File: src/rtl/hazard_pkg.sv
// Shared types for the hazard scoreboard: ecall serialisation FSM states and counter sizing.
package hazard_pkg;

  typedef enum logic [1:0] {
    StRun,
    StDrain,
    StWait,
    StIssueEc
  } hz_state_e;

  // Counter wide enough to hold 0..max_inflight inclusive.
  function automatic int unsigned cnt_width(input int unsigned max_inflight);
    return $clog2(max_inflight + 1);
  endfunction

endpackage

File: src/rtl/hazard_scoreboard_if.sv
// Decode-side bundle of the hazard scoreboard: master is the pipeline, slave is the scoreboard.
interface hazard_scoreboard_if #(
  parameter int unsigned REG_IDX_W    = 5,
  parameter int unsigned NUM_SRC      = 2,
  parameter int unsigned NUM_FWD      = 2,
  parameter int unsigned MAX_INFLIGHT = 4,
  parameter int unsigned DATA_WIDTH   = 64
);
  import hazard_pkg::*;

  localparam int unsigned CntW = cnt_width(MAX_INFLIGHT);

  logic                                 id_valid;
  logic [NUM_SRC-1:0][REG_IDX_W-1:0]    id_src_reg;
  logic [REG_IDX_W-1:0]                 id_dst_reg;
  logic                                 id_dst_long;
  logic                                 id_ecall;
  logic [NUM_SRC-1:0][DATA_WIDTH-1:0]   rf_data;
  logic [NUM_FWD-1:0]                   fwd_valid;
  logic [NUM_FWD-1:0][REG_IDX_W-1:0]    fwd_reg;
  logic [NUM_FWD-1:0][DATA_WIDTH-1:0]   fwd_data;
  logic                                 wb_valid;
  logic [REG_IDX_W-1:0]                 wb_dst_reg;
  logic                                 flush;
  logic                                 ecall_done;
  logic                                 issue;
  logic [NUM_SRC-1:0][DATA_WIDTH-1:0]   id_src_val;
  logic                                 ecall_req;
  logic [CntW-1:0]                      inflight;
  logic                                 sb_error;

  modport master (
    output id_valid, id_src_reg, id_dst_reg, id_dst_long, id_ecall, rf_data,
    output fwd_valid, fwd_reg, fwd_data, wb_valid, wb_dst_reg, flush, ecall_done,
    input  issue, id_src_val, ecall_req, inflight, sb_error
  );

  modport slave (
    input  id_valid, id_src_reg, id_dst_reg, id_dst_long, id_ecall, rf_data,
    input  fwd_valid, fwd_reg, fwd_data, wb_valid, wb_dst_reg, flush, ecall_done,
    output issue, id_src_val, ecall_req, inflight, sb_error
  );

endinterface

File: src/rtl/fwd_select.sv
// Priority operand mux for one source: lowest-index matching producer wins, else register file.
module fwd_select #(
  parameter int unsigned NUM_FWD    = 2,
  parameter int unsigned REG_IDX_W  = 5,
  parameter int unsigned DATA_WIDTH = 64
) (
  input  logic [REG_IDX_W-1:0]                src_reg,
  input  logic [DATA_WIDTH-1:0]               rf_data,
  input  logic [NUM_FWD-1:0]                  fwd_valid,
  input  logic [NUM_FWD-1:0][REG_IDX_W-1:0]   fwd_reg,
  input  logic [NUM_FWD-1:0][DATA_WIDTH-1:0]  fwd_data,
  output logic [DATA_WIDTH-1:0]               src_val
);

  logic hit;

  always_comb begin
    src_val = rf_data;
    hit     = 1'b0;
    for (int i = 0; i < int'(NUM_FWD); i++) begin
      if (!hit && fwd_valid[i] && fwd_reg[i] == src_reg) begin
        src_val = fwd_data[i];
        hit     = 1'b1;
      end
    end
    // x0 is hardwired zero regardless of what producers claim to write.
    if (src_reg == '0) begin
      src_val = '0;
    end
  end

endmodule

File: src/rtl/hazard_scoreboard.sv
// Per-register scoreboard for long-latency writes, operand forwarding and ecall drain/hold.
module hazard_scoreboard
  import hazard_pkg::*;
#(
  parameter int unsigned NUM_REGS     = 32,
  parameter int unsigned REG_IDX_W    = 5,
  parameter int unsigned NUM_SRC      = 2,
  parameter int unsigned NUM_FWD      = 2,
  parameter int unsigned MAX_INFLIGHT = 4,
  parameter int unsigned DATA_WIDTH   = 64
) (
  input  logic                clk,
  input  logic                reset,
  hazard_scoreboard_if.slave  bus
);

  localparam int unsigned CntW       = cnt_width(MAX_INFLIGHT);
  localparam int unsigned NumEntries = 1 << REG_IDX_W;

  typedef logic [CntW-1:0] cnt_t;

  // Entries at or above NUM_REGS are never incremented, so they always read as zero.
  cnt_t      cnt_q [NumEntries];
  cnt_t      cnt_d [NumEntries];
  cnt_t      inflight_q, inflight_d;
  hz_state_e state_q;
  logic      ecall_req_q;
  logic      sb_error_q, sb_error_d;

  logic hazard, full, permit, issue;
  logic inc_any, dec_any, same_reg, dec_ok, orphan;
  logic [NUM_SRC-1:0][DATA_WIDTH-1:0] src_val;

  // Hazards use registered counts only; a same-cycle retirement still stalls.
  always_comb begin
    hazard = 1'b0;
    for (int s = 0; s < int'(NUM_SRC); s++) begin
      hazard = hazard | (bus.id_src_reg[s] != '0 && cnt_q[bus.id_src_reg[s]] != '0);
    end
  end

  always_comb begin
    full   = bus.id_dst_long && inflight_q == cnt_t'(MAX_INFLIGHT);
    permit = (state_q == StRun && !bus.id_ecall) || state_q == StIssueEc;
    issue  = bus.id_valid && !bus.flush && !hazard && !full && permit;
  end

  always_comb begin
    inc_any  = issue && bus.id_dst_long && bus.id_dst_reg != '0;
    dec_any  = bus.wb_valid && bus.wb_dst_reg != '0;
    same_reg = inc_any && bus.id_dst_reg == bus.wb_dst_reg;
    // A retirement racing an issue to the same register cancels out, even at count zero.
    dec_ok   = dec_any && (cnt_q[bus.wb_dst_reg] != '0 || same_reg);
    orphan   = dec_any && !dec_ok;

    for (int r = 0; r < int'(NumEntries); r++) begin
      cnt_d[r] = cnt_q[r];
      if (r != 0 && r < int'(NUM_REGS)) begin
        if (inc_any && bus.id_dst_reg == REG_IDX_W'(r) &&
            !(dec_ok && bus.wb_dst_reg == REG_IDX_W'(r))) begin
          cnt_d[r] = cnt_q[r] + cnt_t'(1);
        end else if (dec_ok && bus.wb_dst_reg == REG_IDX_W'(r) &&
                     !(inc_any && bus.id_dst_reg == REG_IDX_W'(r))) begin
          cnt_d[r] = cnt_q[r] - cnt_t'(1);
        end
      end
    end

    inflight_d = inflight_q + cnt_t'(inc_any) - cnt_t'(dec_ok);
    sb_error_d = sb_error_q | orphan;
  end

  always_ff @(posedge clk or posedge reset) begin
    if (reset) begin
      for (int r = 0; r < int'(NumEntries); r++) begin
        cnt_q[r] <= '0;
      end
      inflight_q <= '0;
      sb_error_q <= 1'b0;
    end else begin
      for (int r = 0; r < int'(NumEntries); r++) begin
        cnt_q[r] <= cnt_d[r];
      end
      inflight_q <= inflight_d;
      sb_error_q <= sb_error_d;
    end
  end

  // Ecall serialisation: drain long writes, request, then let the ecall issue once.
  always_ff @(posedge clk or posedge reset) begin
    if (reset) begin
      state_q     <= StRun;
      ecall_req_q <= 1'b0;
    end else begin
      unique case (state_q)
        StRun: begin
          if (bus.id_valid && bus.id_ecall && !bus.flush) begin
            state_q <= StDrain;
          end
        end
        StDrain: begin
          if (bus.flush) begin
            state_q <= StRun;
          end else if (inflight_q == '0) begin
            state_q     <= StWait;
            ecall_req_q <= 1'b1;
          end
        end
        StWait: begin
          if (bus.flush) begin
            state_q     <= StRun;
            ecall_req_q <= 1'b0;
          end else if (bus.ecall_done) begin
            state_q     <= StIssueEc;
            ecall_req_q <= 1'b0;
          end
        end
        StIssueEc: begin
          state_q <= StRun;
        end
        default: begin
          state_q     <= StRun;
          ecall_req_q <= 1'b0;
        end
      endcase
    end
  end

  for (genvar s = 0; s < int'(NUM_SRC); s++) begin : g_fwd
    fwd_select #(
      .NUM_FWD    (NUM_FWD),
      .REG_IDX_W  (REG_IDX_W),
      .DATA_WIDTH (DATA_WIDTH)
    ) u_fwd_select (
      .src_reg   (bus.id_src_reg[s]),
      .rf_data   (bus.rf_data[s]),
      .fwd_valid (bus.fwd_valid),
      .fwd_reg   (bus.fwd_reg),
      .fwd_data  (bus.fwd_data),
      .src_val   (src_val[s])
    );
  end

  assign bus.issue      = issue;
  assign bus.id_src_val = src_val;
  assign bus.ecall_req  = ecall_req_q;
  assign bus.inflight   = inflight_q;
  assign bus.sb_error   = sb_error_q;

endmodule
File: src/flat_wrapper.sv
// flat-port wrapper written by rule: the top's interface ports become plain ports
module hazard_scoreboard_flat import hazard_pkg::*;
#(
  parameter int unsigned NUM_REGS     = 32,
  parameter int unsigned REG_IDX_W    = 5,
  parameter int unsigned NUM_SRC      = 2,
  parameter int unsigned NUM_FWD      = 2,
  parameter int unsigned MAX_INFLIGHT = 4,
  parameter int unsigned DATA_WIDTH   = 64
)
  (clk, reset, bus_id_valid, bus_id_src_reg, bus_id_dst_reg, bus_id_dst_long, bus_id_ecall, bus_rf_data, bus_fwd_valid, bus_fwd_reg, bus_fwd_data, bus_wb_valid, bus_wb_dst_reg, bus_flush, bus_ecall_done, bus_issue, bus_id_src_val, bus_ecall_req, bus_inflight, bus_sb_error);
  hazard_scoreboard_if #(.REG_IDX_W(REG_IDX_W), .NUM_SRC(NUM_SRC), .NUM_FWD(NUM_FWD), .MAX_INFLIGHT(MAX_INFLIGHT), .DATA_WIDTH(DATA_WIDTH)) bus_i ();
  input  logic clk;
  input  logic reset;
  input wire logic [$bits(bus_i.id_valid)-1:0] bus_id_valid;
  input wire logic [$bits(bus_i.id_src_reg)-1:0] bus_id_src_reg;
  input wire logic [$bits(bus_i.id_dst_reg)-1:0] bus_id_dst_reg;
  input wire logic [$bits(bus_i.id_dst_long)-1:0] bus_id_dst_long;
  input wire logic [$bits(bus_i.id_ecall)-1:0] bus_id_ecall;
  input wire logic [$bits(bus_i.rf_data)-1:0] bus_rf_data;
  input wire logic [$bits(bus_i.fwd_valid)-1:0] bus_fwd_valid;
  input wire logic [$bits(bus_i.fwd_reg)-1:0] bus_fwd_reg;
  input wire logic [$bits(bus_i.fwd_data)-1:0] bus_fwd_data;
  input wire logic [$bits(bus_i.wb_valid)-1:0] bus_wb_valid;
  input wire logic [$bits(bus_i.wb_dst_reg)-1:0] bus_wb_dst_reg;
  input wire logic [$bits(bus_i.flush)-1:0] bus_flush;
  input wire logic [$bits(bus_i.ecall_done)-1:0] bus_ecall_done;
  output wire logic [$bits(bus_i.issue)-1:0] bus_issue;
  output wire logic [$bits(bus_i.id_src_val)-1:0] bus_id_src_val;
  output wire logic [$bits(bus_i.ecall_req)-1:0] bus_ecall_req;
  output wire logic [$bits(bus_i.inflight)-1:0] bus_inflight;
  output wire logic [$bits(bus_i.sb_error)-1:0] bus_sb_error;
  assign bus_i.id_valid = bus_id_valid;
  assign bus_i.id_src_reg = bus_id_src_reg;
  assign bus_i.id_dst_reg = bus_id_dst_reg;
  assign bus_i.id_dst_long = bus_id_dst_long;
  assign bus_i.id_ecall = bus_id_ecall;
  assign bus_i.rf_data = bus_rf_data;
  assign bus_i.fwd_valid = bus_fwd_valid;
  assign bus_i.fwd_reg = bus_fwd_reg;
  assign bus_i.fwd_data = bus_fwd_data;
  assign bus_i.wb_valid = bus_wb_valid;
  assign bus_i.wb_dst_reg = bus_wb_dst_reg;
  assign bus_i.flush = bus_flush;
  assign bus_i.ecall_done = bus_ecall_done;
  assign bus_issue = bus_i.issue;
  assign bus_id_src_val = bus_i.id_src_val;
  assign bus_ecall_req = bus_i.ecall_req;
  assign bus_inflight = bus_i.inflight;
  assign bus_sb_error = bus_i.sb_error;
  hazard_scoreboard #(.NUM_REGS(NUM_REGS), .REG_IDX_W(REG_IDX_W), .NUM_SRC(NUM_SRC), .NUM_FWD(NUM_FWD), .MAX_INFLIGHT(MAX_INFLIGHT), .DATA_WIDTH(DATA_WIDTH)) u_core (.clk(clk), .reset(reset), .bus(bus_i));
endmodule
File: config.mk
export PLATFORM = sky130hd
export DESIGN_NAME = hazard_scoreboard_flat
export DESIGN_NICKNAME = d
export VERILOG_FILES = /design/src/rtl/hazard_pkg.sv /design/src/rtl/hazard_scoreboard_if.sv /design/src/rtl/fwd_select.sv /design/src/rtl/hazard_scoreboard.sv /design/src/flat_wrapper.sv
export SDC_FILE = /design/constraint.sdc
export NUM_CORES = 1
export LEC_CHECK = 0
export CAP_MARGIN = 20
export CORE_AREA = 2 2 169 171
export DETAILED_ROUTE_END_ITERATION = 10
export DIE_AREA = 0 0 171 173
export DONT_BUFFER_PORTS = 1
export GPL_ROUTABILITY_DRIVEN = 0
export SETUP_SLACK_MARGIN = 0.15
export SLEW_MARGIN = 5
export SYNTH_ARGS = -nofsm -noshare
export SYNTH_HDL_FRONTEND = slang
export SYNTH_SLANG_ARGS = --single-unit
File: constraint.sdc
create_clock -name clk -period 7.3 [get_ports clk]
set_input_delay 0.73 -clock clk [delete_from_list [all_inputs] [get_ports clk]]
set_output_delay 0.73 -clock clk [all_outputs]
set_load 0.005 [all_outputs]
Word level (Yosys, flattened, before mapping)
Index checks and enable logic that the tools add are counted.

word-level totals
  memories kept = 0
  register bits after elaboration = 100
  word-level logic and storage cells = 535
  input bits = 296
  output and inout bits = 134
  memory bits (read-only) = 0
  memory bits (writable) = 0
  bits in latches = 0

operators by class
  shift-type cells = 0
  equality and inequality tests = 76
  $lt $le $gt $ge = 3
  multiplexer cells = 90
  add/sub/neg operators = 64
  $mul = 0
  bitwise logic cells = 5
  reduce and logical (&&, ||, !) cells = 262
  div/mod/pow operators = 0

operators with widths
  operator                                              number
  2-to-1 mux 64 bit                                     6
  2-to-1 mux 3 bit                                      68
  equality test 5 bit (second input constant)           32
  logical AND 1 bit                                     146
  adder 3 x 1 -> 3 bit (second input constant)          31
  subtractor 3 x 1 -> 3 bit (second input constant)     31
  equality test 5 x 4 -> 1 bit (second input constant)  16
  zero test 1 bit                                       69
  nonzero test 2 bit                                    32
  binary-select mux 3 bit (select 5 bit)                3
  equality test 5 x 3 -> 1 bit (second input constant)  8
  equality test 5 bit                                   5
  equality test 5 x 2 -> 1 bit (second input constant)  4
  nonzero test 5 bit                                    4
  >= comparator 6 bit (second input constant)           3
  NOT 5 -> 6 bit                                        3
  equality test 5 x 1 -> 1 bit (second input constant)  2
  zero test 5 bit                                       2
  2-to-1 mux 2 bit                                      5
  nonzero test 3 bit                                    3
  one-hot mux 2 bit (4 select lines)                    1
  2-to-1 mux 1 bit                                      6
  equality test 2 bit (second input constant)           2
  inequality test 2 bit (second input constant)         2
  14 further kinds                                      16

Depth between registers and ports, before layout
Gate-level depths: netlist of run 1.

  word-level depth = 20
  depth in mapped cells = 16
  depth with buffers taken out = 13

Hierarchy
Synthesis of run 1 repeated with hierarchy kept, for this count alone.

second synthesis, totals
  cells, all modules = 1372
  area, all modules = 11245.8 um^2

modules (own cells, without submodules)
  module             instances  seq. area each (um^2)  cells each  area an instance (um^2)
  hazard_scoreboard  1          2502.4                 694         7184.4
  fwd_select         2          0.0                    339         2030.7

Worst setup path after synthesis of run 1
OpenSTA, ideal clock, no wires.

  kind = input to register
  start point = input port bus_id_src_reg[1]
  end point = register u_core.cnt_q[80] (netlist name)
  path buffers = 3
  required time = 7.221 ns
  arrival time = 3.566 ns
  stages = 16
  library setup time = 0.079 ns
  path slack = 3.655 ns
  cell sequence = buf_4 -> nor4_1 -> o2111ai_1 -> o221ai_1 -> a311oi_1 -> a211o_1 -> or2_1 -> buf_2 -> buf_6 -> nor4_1 -> ha_1 -> inv_1 -> fa_1 -> xor2_1 -> nor2_1 -> xor2_1

between the ends
  cells in the longest elaborated chain, start to end = 20
  elaborated cells between the ends (all ways) = 25
  those cells by class = 4 x mux; 2 x bitwise; 19 x reduce/logical

RTL lines
  what                                                    line                                              RTL
  from (decl)                                             flat_wrapper.sv:16                                input wire logic [$bits(bus_i.id_src_reg)-1:0] bus_id_src_reg;
  NOT 5 -> 6 bit (not written as such)                    hazard_scoreboard.sv:38                           hazard = hazard | (bus.id_src_reg[s] != '0 && cnt_q[bus.id_src_reg[s]] != '0);
  binary-select mux 3 bit (select 5 bit)                  hazard_scoreboard.sv:38
  2-to-1 mux 3 bit (not written as such) (2 in a row)     hazard_scoreboard.sv:38
  nonzero test 3 bit                                      hazard_scoreboard.sv:38
  logical AND 1 bit *                                     hazard_scoreboard.sv:38
  bitwise OR 1 bit *                                      hazard_scoreboard.sv:38
  zero test 1 bit *                                       hazard_scoreboard.sv:45                           issue = bus.id_valid && !bus.flush && !hazard && !full && permit;
  logical AND 1 bit * (3 in a row)                        hazard_scoreboard.sv:45
  logical AND 1 bit * (2 in a row)                        hazard_scoreboard.sv:49                           inc_any = issue && bus.id_dst_long && bus.id_dst_reg != '0;
  logical AND 1 bit                                       hazard_scoreboard.sv:51                           same_reg = inc_any && bus.id_dst_reg == bus.wb_dst_reg;
  logical OR 1 bit                                        hazard_scoreboard.sv:53                           dec_ok = dec_any && (cnt_q[bus.wb_dst_reg] != '0 || same_reg);
  logical AND 1 bit                                       hazard_scoreboard.sv:53
  logical AND 1 bit                                       hazard_scoreboard.sv:60, hazard_scoreboard.sv:62
  zero test 1 bit                                         hazard_scoreboard.sv:60                           !(dec_ok && bus.wb_dst_reg == REG_IDX_W'(r))) begin
  logical AND 1 bit                                       hazard_scoreboard.sv:59                           if (inc_any && bus.id_dst_reg == REG_IDX_W'(r) &&
  2-to-1 mux 3 bit or nonzero test 2 bit (tied branches)  --
  to (signal, indexed assignment)                         hazard_scoreboard.sv:82                           cnt_q[r] <= cnt_d[r];
  to (decl)                                               hazard_scoreboard.sv:23                           cnt_t cnt_q [NumEntries];

Every way passes the cells marked *; elsewhere a longest branch is shown, timed or not. The select of a mux whose other input is x is not followed.
A chain may end at the register's enable or synchronous reset.

Worst setup path after layout of run 1
  start point = input port bus_id_src_reg[7]
  end point = output port bus_id_src_val[86]

between the ends
  cells in the longest elaborated chain, start to end = 8
  elaborated cells between the ends (all ways) = 11
  those cells by class = 2 x eq/ne; 4 x mux; 5 x reduce/logical

RTL lines
  what                            line                RTL
  equality test 5 bit             fwd_select.sv:21    if (!hit && fwd_valid[i] && fwd_reg[i] == src_reg) begin
  logical AND 1 bit               fwd_select.sv:21
  2-to-1 mux 1 bit                fwd_select.sv:21
  zero test 1 bit                 fwd_select.sv:21
  logical AND 1 bit (2 in a row)  fwd_select.sv:21
  2-to-1 mux 64 bit               fwd_select.sv:21
  2-to-1 mux 64 bit *             fwd_select.sv:27    if (src_reg == '0) begin
  to (decl)                       flat_wrapper.sv:29  output wire logic [$bits(bus_i.id_src_val)-1:0] bus_id_src_val;

Every way passes the cells marked *; elsewhere a longest branch is shown, timed or not.

==> run summary, run 1 <==
Num CTS Buffers = 9
Placed Instances = 1467
Crit Path Max Fanout = 91
Slew headroom = 22.9%
Startpoint Class = input port
Layout Nets = 1461
post-route antenna net violation count = 0
worst slew pin tran = 1150 ps
min Tclk post-route = 4300 ps
FP Rows = 61
final hold vios = 0
Netlist Area Pre-Place = 0.0102 mm2
Fmax = 233 MHz
Slew Viols, Final = 0
crit end category = output port
number of clock sinks = 100
Max Cap Viol = 0
Clk pin slew, worst setup/hold paths = 70 ps
TNS Setup = 0 ps
area share of the largest cell type after synthesis = 24.5%
Syn Inst Count = 1167
via count of the first global-routing pass = 8563
via-per-instance ratio = 6.23
Multi-input gate area = 0.00718 mm2
core area = 0.0276 mm2
Die Y = 173 um
Simple-Gate Fraction of Synth Area = 17.7%
synth top area cells = dfrtp_1 25%, mux2i_1 13%, a211oi_1 10%
yosys warns = 0
number of synthesized flops with an enable pin = 0
flops & latches, synth = 100
GRT Total Usage = 31.3%
share of cells above drive strength 1 = 6.70%
leading area contributor after synthesis = dfrtp_1
Power Density = 239 mW/mm2
count leader, synth = nor2_1
Arr. time, crit path = 3570 ps
unrepaired setup endpoints after global routing = no
die footprint = 0.0296 mm2
first-pass GRT wire length = 65400 um
via count = 9383
Root Driver = clkbuf_16
Area Growth Syn to Fin = 5.47%
outcome = finished clean
synth unique cells = 58
Synth Area in XOR/XNOR = 10.3%
mux cell area share after synthesis = 17.4%
# H-tree levels = 3
clock latency on the worst-skew pair = 370 ps
Fin Clk Skew = 8.98 ps
Final Cell Area = 0.0108 mm2
crit path kind = in2out
Post-CTS Setup Bufs = 0
grt ovf = 0
DRC viols = 0
Routed WL = 47900 um
PortBufs = 0
final-report setup violation count = 0
Peak VDD IR = 0.134 mV
Hold Path Class = in2async
detailed router's first-iteration violation count = 1045
I/O pin count = 430
Seq/Total Area, Yosys = 24.5%
TritonCTS clock tree = done
Die Wd = 171 um
Fin Hold WS = 228 ps
Avg Inst Size Synth = 8.75 um2
Starting Density = 36.9%
initial antenna violation count = 42
Hold-fix buffers, CTS = 0
Net Count, Synth = 1528
Non-Filler Instances = 1505
leakage power figure = 3.96 nW
Final period util = 58.9%
Avg WL per Cell = 31.8 um
largest family of logic cells by synthesized area = simple AND/OR/NAND/NOR gates
CTS resizes = 0
Req. time, crit path = 6570 ps
worst-case clock buffer depth = 2
Fill cells = 2816
largest net degree at the start of global routing = 129
hpwl dp = 40500 um
Synth Area in Adders = 10.3%
TritonRoute pass-1 iters = 5
Commonest cells post-synth = 186 x nor2_1, 137 x a211oi_1, 135 x mux2i_1
Post-synth top flop = dfrtp_1
Reg area = 0.00250 mm2
Placed Area = 0.0104 mm2
Compound-Gate Fraction of Synth Area = 14.3%
ys async rst share = 100%
==> metal layers <==
metal	routed length [um]	vias up	global-route usage, %
met2	19000	610	42.1
met1	19100	4484	40.6
met3	8380	115	20.5
met4	1150	42	8.86
li1	-	4132	-
met5	287	-	0
==> layout make-up <==
class	instances	area share, %
clock buffer	9	2.09
sequential	100	23.2
clock inverter	7	0.546
multi-input combinational	934	66.7
inverter	43	1.52
tap	378	4.39
antenna	22	0.511
timing repair buffer	12	0.988
==> report_power, final <==
| part | switching (mW) | internal, mW | leakage [nW] | total [mW] |
|---|---|---|---|---|
| sequential | 0.308 | 0.796 | 1.27 | 1.10 |
| combinational | 0.520 | 0.490 | 2.55 | 1.01 |
| clock | 0.228 | 0.235 | 0.133 | 0.464 |
==> placed cells by master (no fill, tap or decap), types with 4 or more instances in the layout <==
cell type,netlist,routed
nand3_1,37,37
ha_1,33,33
nand2_1,16,16
nand2b_1,12,12
dfrtp_1,100,100
nor2b_1,7,7
clkbuf_16,0,9
mux2i_1,135,135
or3_1,4,4
o31ai_1,4,4
nand3b_1,4,4
inv_1,43,42
a211oi_1,137,137
o21ai_0,7,7
a2111oi_0,7,7
mux2_2,32,32
xnor2_1,39,39
nor4_1,41,40
nor2_1,186,185
xor2_1,81,81
fa_1,32,32
a21oi_1,13,13
nor3_1,55,55
diode_2,0,22
buf_4,2,10
==> sequential cells by signal, summed over array words and instances, names as in the netlist <==
name and count:
u_core.state_q 2, u_core.bus.ecall_req 1, u_core.cnt_q 93, u_core.bus.sb_error 1, u_core.bus.inflight 3
==> final timing paths <==
check	from	endpoint	slack, ps	cells past startpoint
hold / removal	reset	u_core.cnt_q[26]$_DFFE_PP0P_	230	1
min in group clk	bus_flush	u_core.state_q[1]$_DFFE_PP0P_	420	1
hold reg to reg	u_core.cnt_q[8]$_DFFE_PP0P_	u_core.cnt_q[8]$_DFFE_PP0P_	470	1
setup reg to reg	u_core.cnt_q[27]$_DFFE_PP0P_	u_core.cnt_q[80]$_DFFE_PP0P_	3050	14
setup / recovery	bus_id_src_reg[7]	bus_id_src_val[86]	3000	8
max in group asynchronous	reset	u_core.cnt_q[76]$_DFFE_PP0P_	5820	2
==> through the flow <==
step	setup slack, ps	total power [mW]	utilization, %
final	3000	2.58	39.0
after global routing	2730	2.76	38.8
after CTS	3130	2.58	38.8
after detailed placement	3130	2.10	37.7
after global placement	3100	2.06	37.7
after floorplan	3650	1.82	-
==> critical path, stage by stage <==
cell and delay (ps):
xor2_1 140, nor4_1 270, and3_4 420, nand4b_1 170
buf_4 350, buf_4 740, nor2_1 70, a211oi_1 570
==> cell families after synthesis <==
group,Yosys count
AND/OR/NAND/NOR,382
AO/OA/AOI/OAI,197
multiplexers,170
buffers and inverters,133
XOR/XNOR,120
flip-flops,100
adder cells (fa/ha/maj),65
No activity file was read; power rests on OpenSTA's default activity.
==> run 2, diff against run 1 <==
clock period = 4.2 ns   (was 7.3 ns; I/O delays follow)
==> run summary, run 2 (synthesis gave the netlist of run 1 again) <==
most common cell after layout, fill and taps aside = nor2_1
Avg WL per Cell = 31.8 um
Placed Instances = 1488
min Tclk post-route = 3810 ps
Reg with most FFs = u_core.cnt_q
Hold Path Class = in2reg
Startpoint Class = flip-flop
Fin Hold WS = 118 ps
Final WS setup = 386 ps
Die Y = 173 um
grt ovf = 0
final hold vios = 0
Crit Path Max Fanout = 11
outcome = finished clean
Slew Viols, Final = 0
Slew headroom = 31.9%
Fin Clk Skew = 7.99 ps
Tot Pwr = 4.80 mW
FP Rows = 61
Area Growth Syn to Fin = 8.45%
number of clock sinks = 100
Final period util = 90.8%
Placed Area = 0.0106 mm2
Routed WL = 48400 um
worst hold start = bus_flush
most frequent cells in the layout = 185 x nor2_1, 137 x a211oi_1, 135 x mux2i_1, 100 x dfrtp_1, 81 x xor2_1
share of cells above drive strength 1 = 8.51%
Post-CTS Setup Bufs = 0
Clk pin slew, worst setup/hold paths = 70 ps
Power Density = 433 mW/mm2
pre-CTS setup slack = 456 ps
crit path from = u_core.cnt_q[78]$_DFFE_PP0P_
hold depth = 1
TNS Setup = 0 ps
die footprint = 0.0296 mm2
Max Cap Viol = 0
via count of the first global-routing pass = 8951
TritonCTS clock tree = done
via-per-instance ratio = 6.20
Peak VDD IR = 0.210 mV
core area = 0.0276 mm2
Starting Density = 36.9%
Final Util = 40.1%
final-report setup violation count = 0
largest net degree at the start of global routing = 129
unrepaired setup endpoints after global routing = no
Num CTS Buffers = 9
Fmax = 262 MHz
Non-Filler Instances = 1523
worst reg2reg startpoint = u_core.cnt_q[78]$_DFFE_PP0P_
Root Driver = clkbuf_16
worst slew pin tran = 1020 ps
DRC viols = 0
GRT Total Usage = 31.7%
initial antenna violation count = 39
TritonRoute pass-1 iters = 5
Layout Nets = 1484
Die Wd = 171 um
worst-case clock buffer depth = 2
post-route antenna net violation count = 0
Worst R2R Path Depth = 14
first-pass GRT wire length = 66800 um
# H-tree levels = 3
I/O pin count = 430
crit end category = flip-flop
via count = 9444
crit path kind = reg2reg
Final Cell Area = 0.0111 mm2
PortBufs = 0
clock latency on the worst-skew pair = 360 ps
hpwl dp = 40500 um
Arr. time, crit path = 4090 ps
Req. time, crit path = 4470 ps
max FFs per register = 93
leakage power figure = 4.13 nW
detailed router's first-iteration violation count = 1012
-- run 2: final cells by class --
class                      instances  area (um2)
fill                            2837       16600
tap                              378         473
inverter                          43         164
clock inverter                     6         111
multi-input combinational        934        7190
clock buffer                      10         229
sequential                       100        2500
antenna                           17        42.5
timing repair buffer              35         360
-- run 2: power breakdown --
group / switching, mW / internal [mW] / total (mW) / leakage (nW)
registers: 0.522 / 1.38 / 1.91 / 1.27
logic: 0.957 / 0.970 / 1.93 / 2.70
clock network: 0.378 / 0.584 / 0.962 / 0.163
total: 1.86 / 2.94 / 4.80 / 4.13
-- run 2: timing repair --
item,4_1_cts,5_1_grt
gates resized for setup,0,1
hold endpoints to repair,0,30
hold buffers,0,1
endpoints found under the setup margin,0,1
-- run 2: worst paths after layout --
kind | end | slack (ps)
setup reg to reg | u_core.cnt_q[20]$_DFFE_PP0P_ | 390
setup / recovery | u_core.cnt_q[20]$_DFFE_PP0P_ | 390
hold / removal | u_core.state_q[1]$_DFFE_PP0P_ | 120
min in group asynchronous | u_core.bus.inflight[0]$_DFF_PP0_ | 540
hold reg to reg | u_core.cnt_q[86]$_DFFE_PP0P_ | 470
max in group asynchronous | u_core.cnt_q[19]$_DFFE_PP0P_ | 2710
-- run 2: critical path, cell delays in order, from the launching register on --
cell and delay (ps):
dfrtp_1 440, nor3_1 360, nor2_1 110, a2111oi_2 330
a311oi_1 150, a211o_1 360, or2_1 270, buf_4 200
nor4_1 300, ha_1 240, inv_1 70, fa_1 440
xor2_1 170, nor2_1 110, xor2_1 170
-- run 2: layer usage --
layer  track usage [%]  vias up  share of wire, %
met5                 0        -              0.58
met3              23.3      112                18
met2              43.5      568                40
met4              7.91       42               2.5
li1                  -     4173                 -
met1              39.2     4549                39
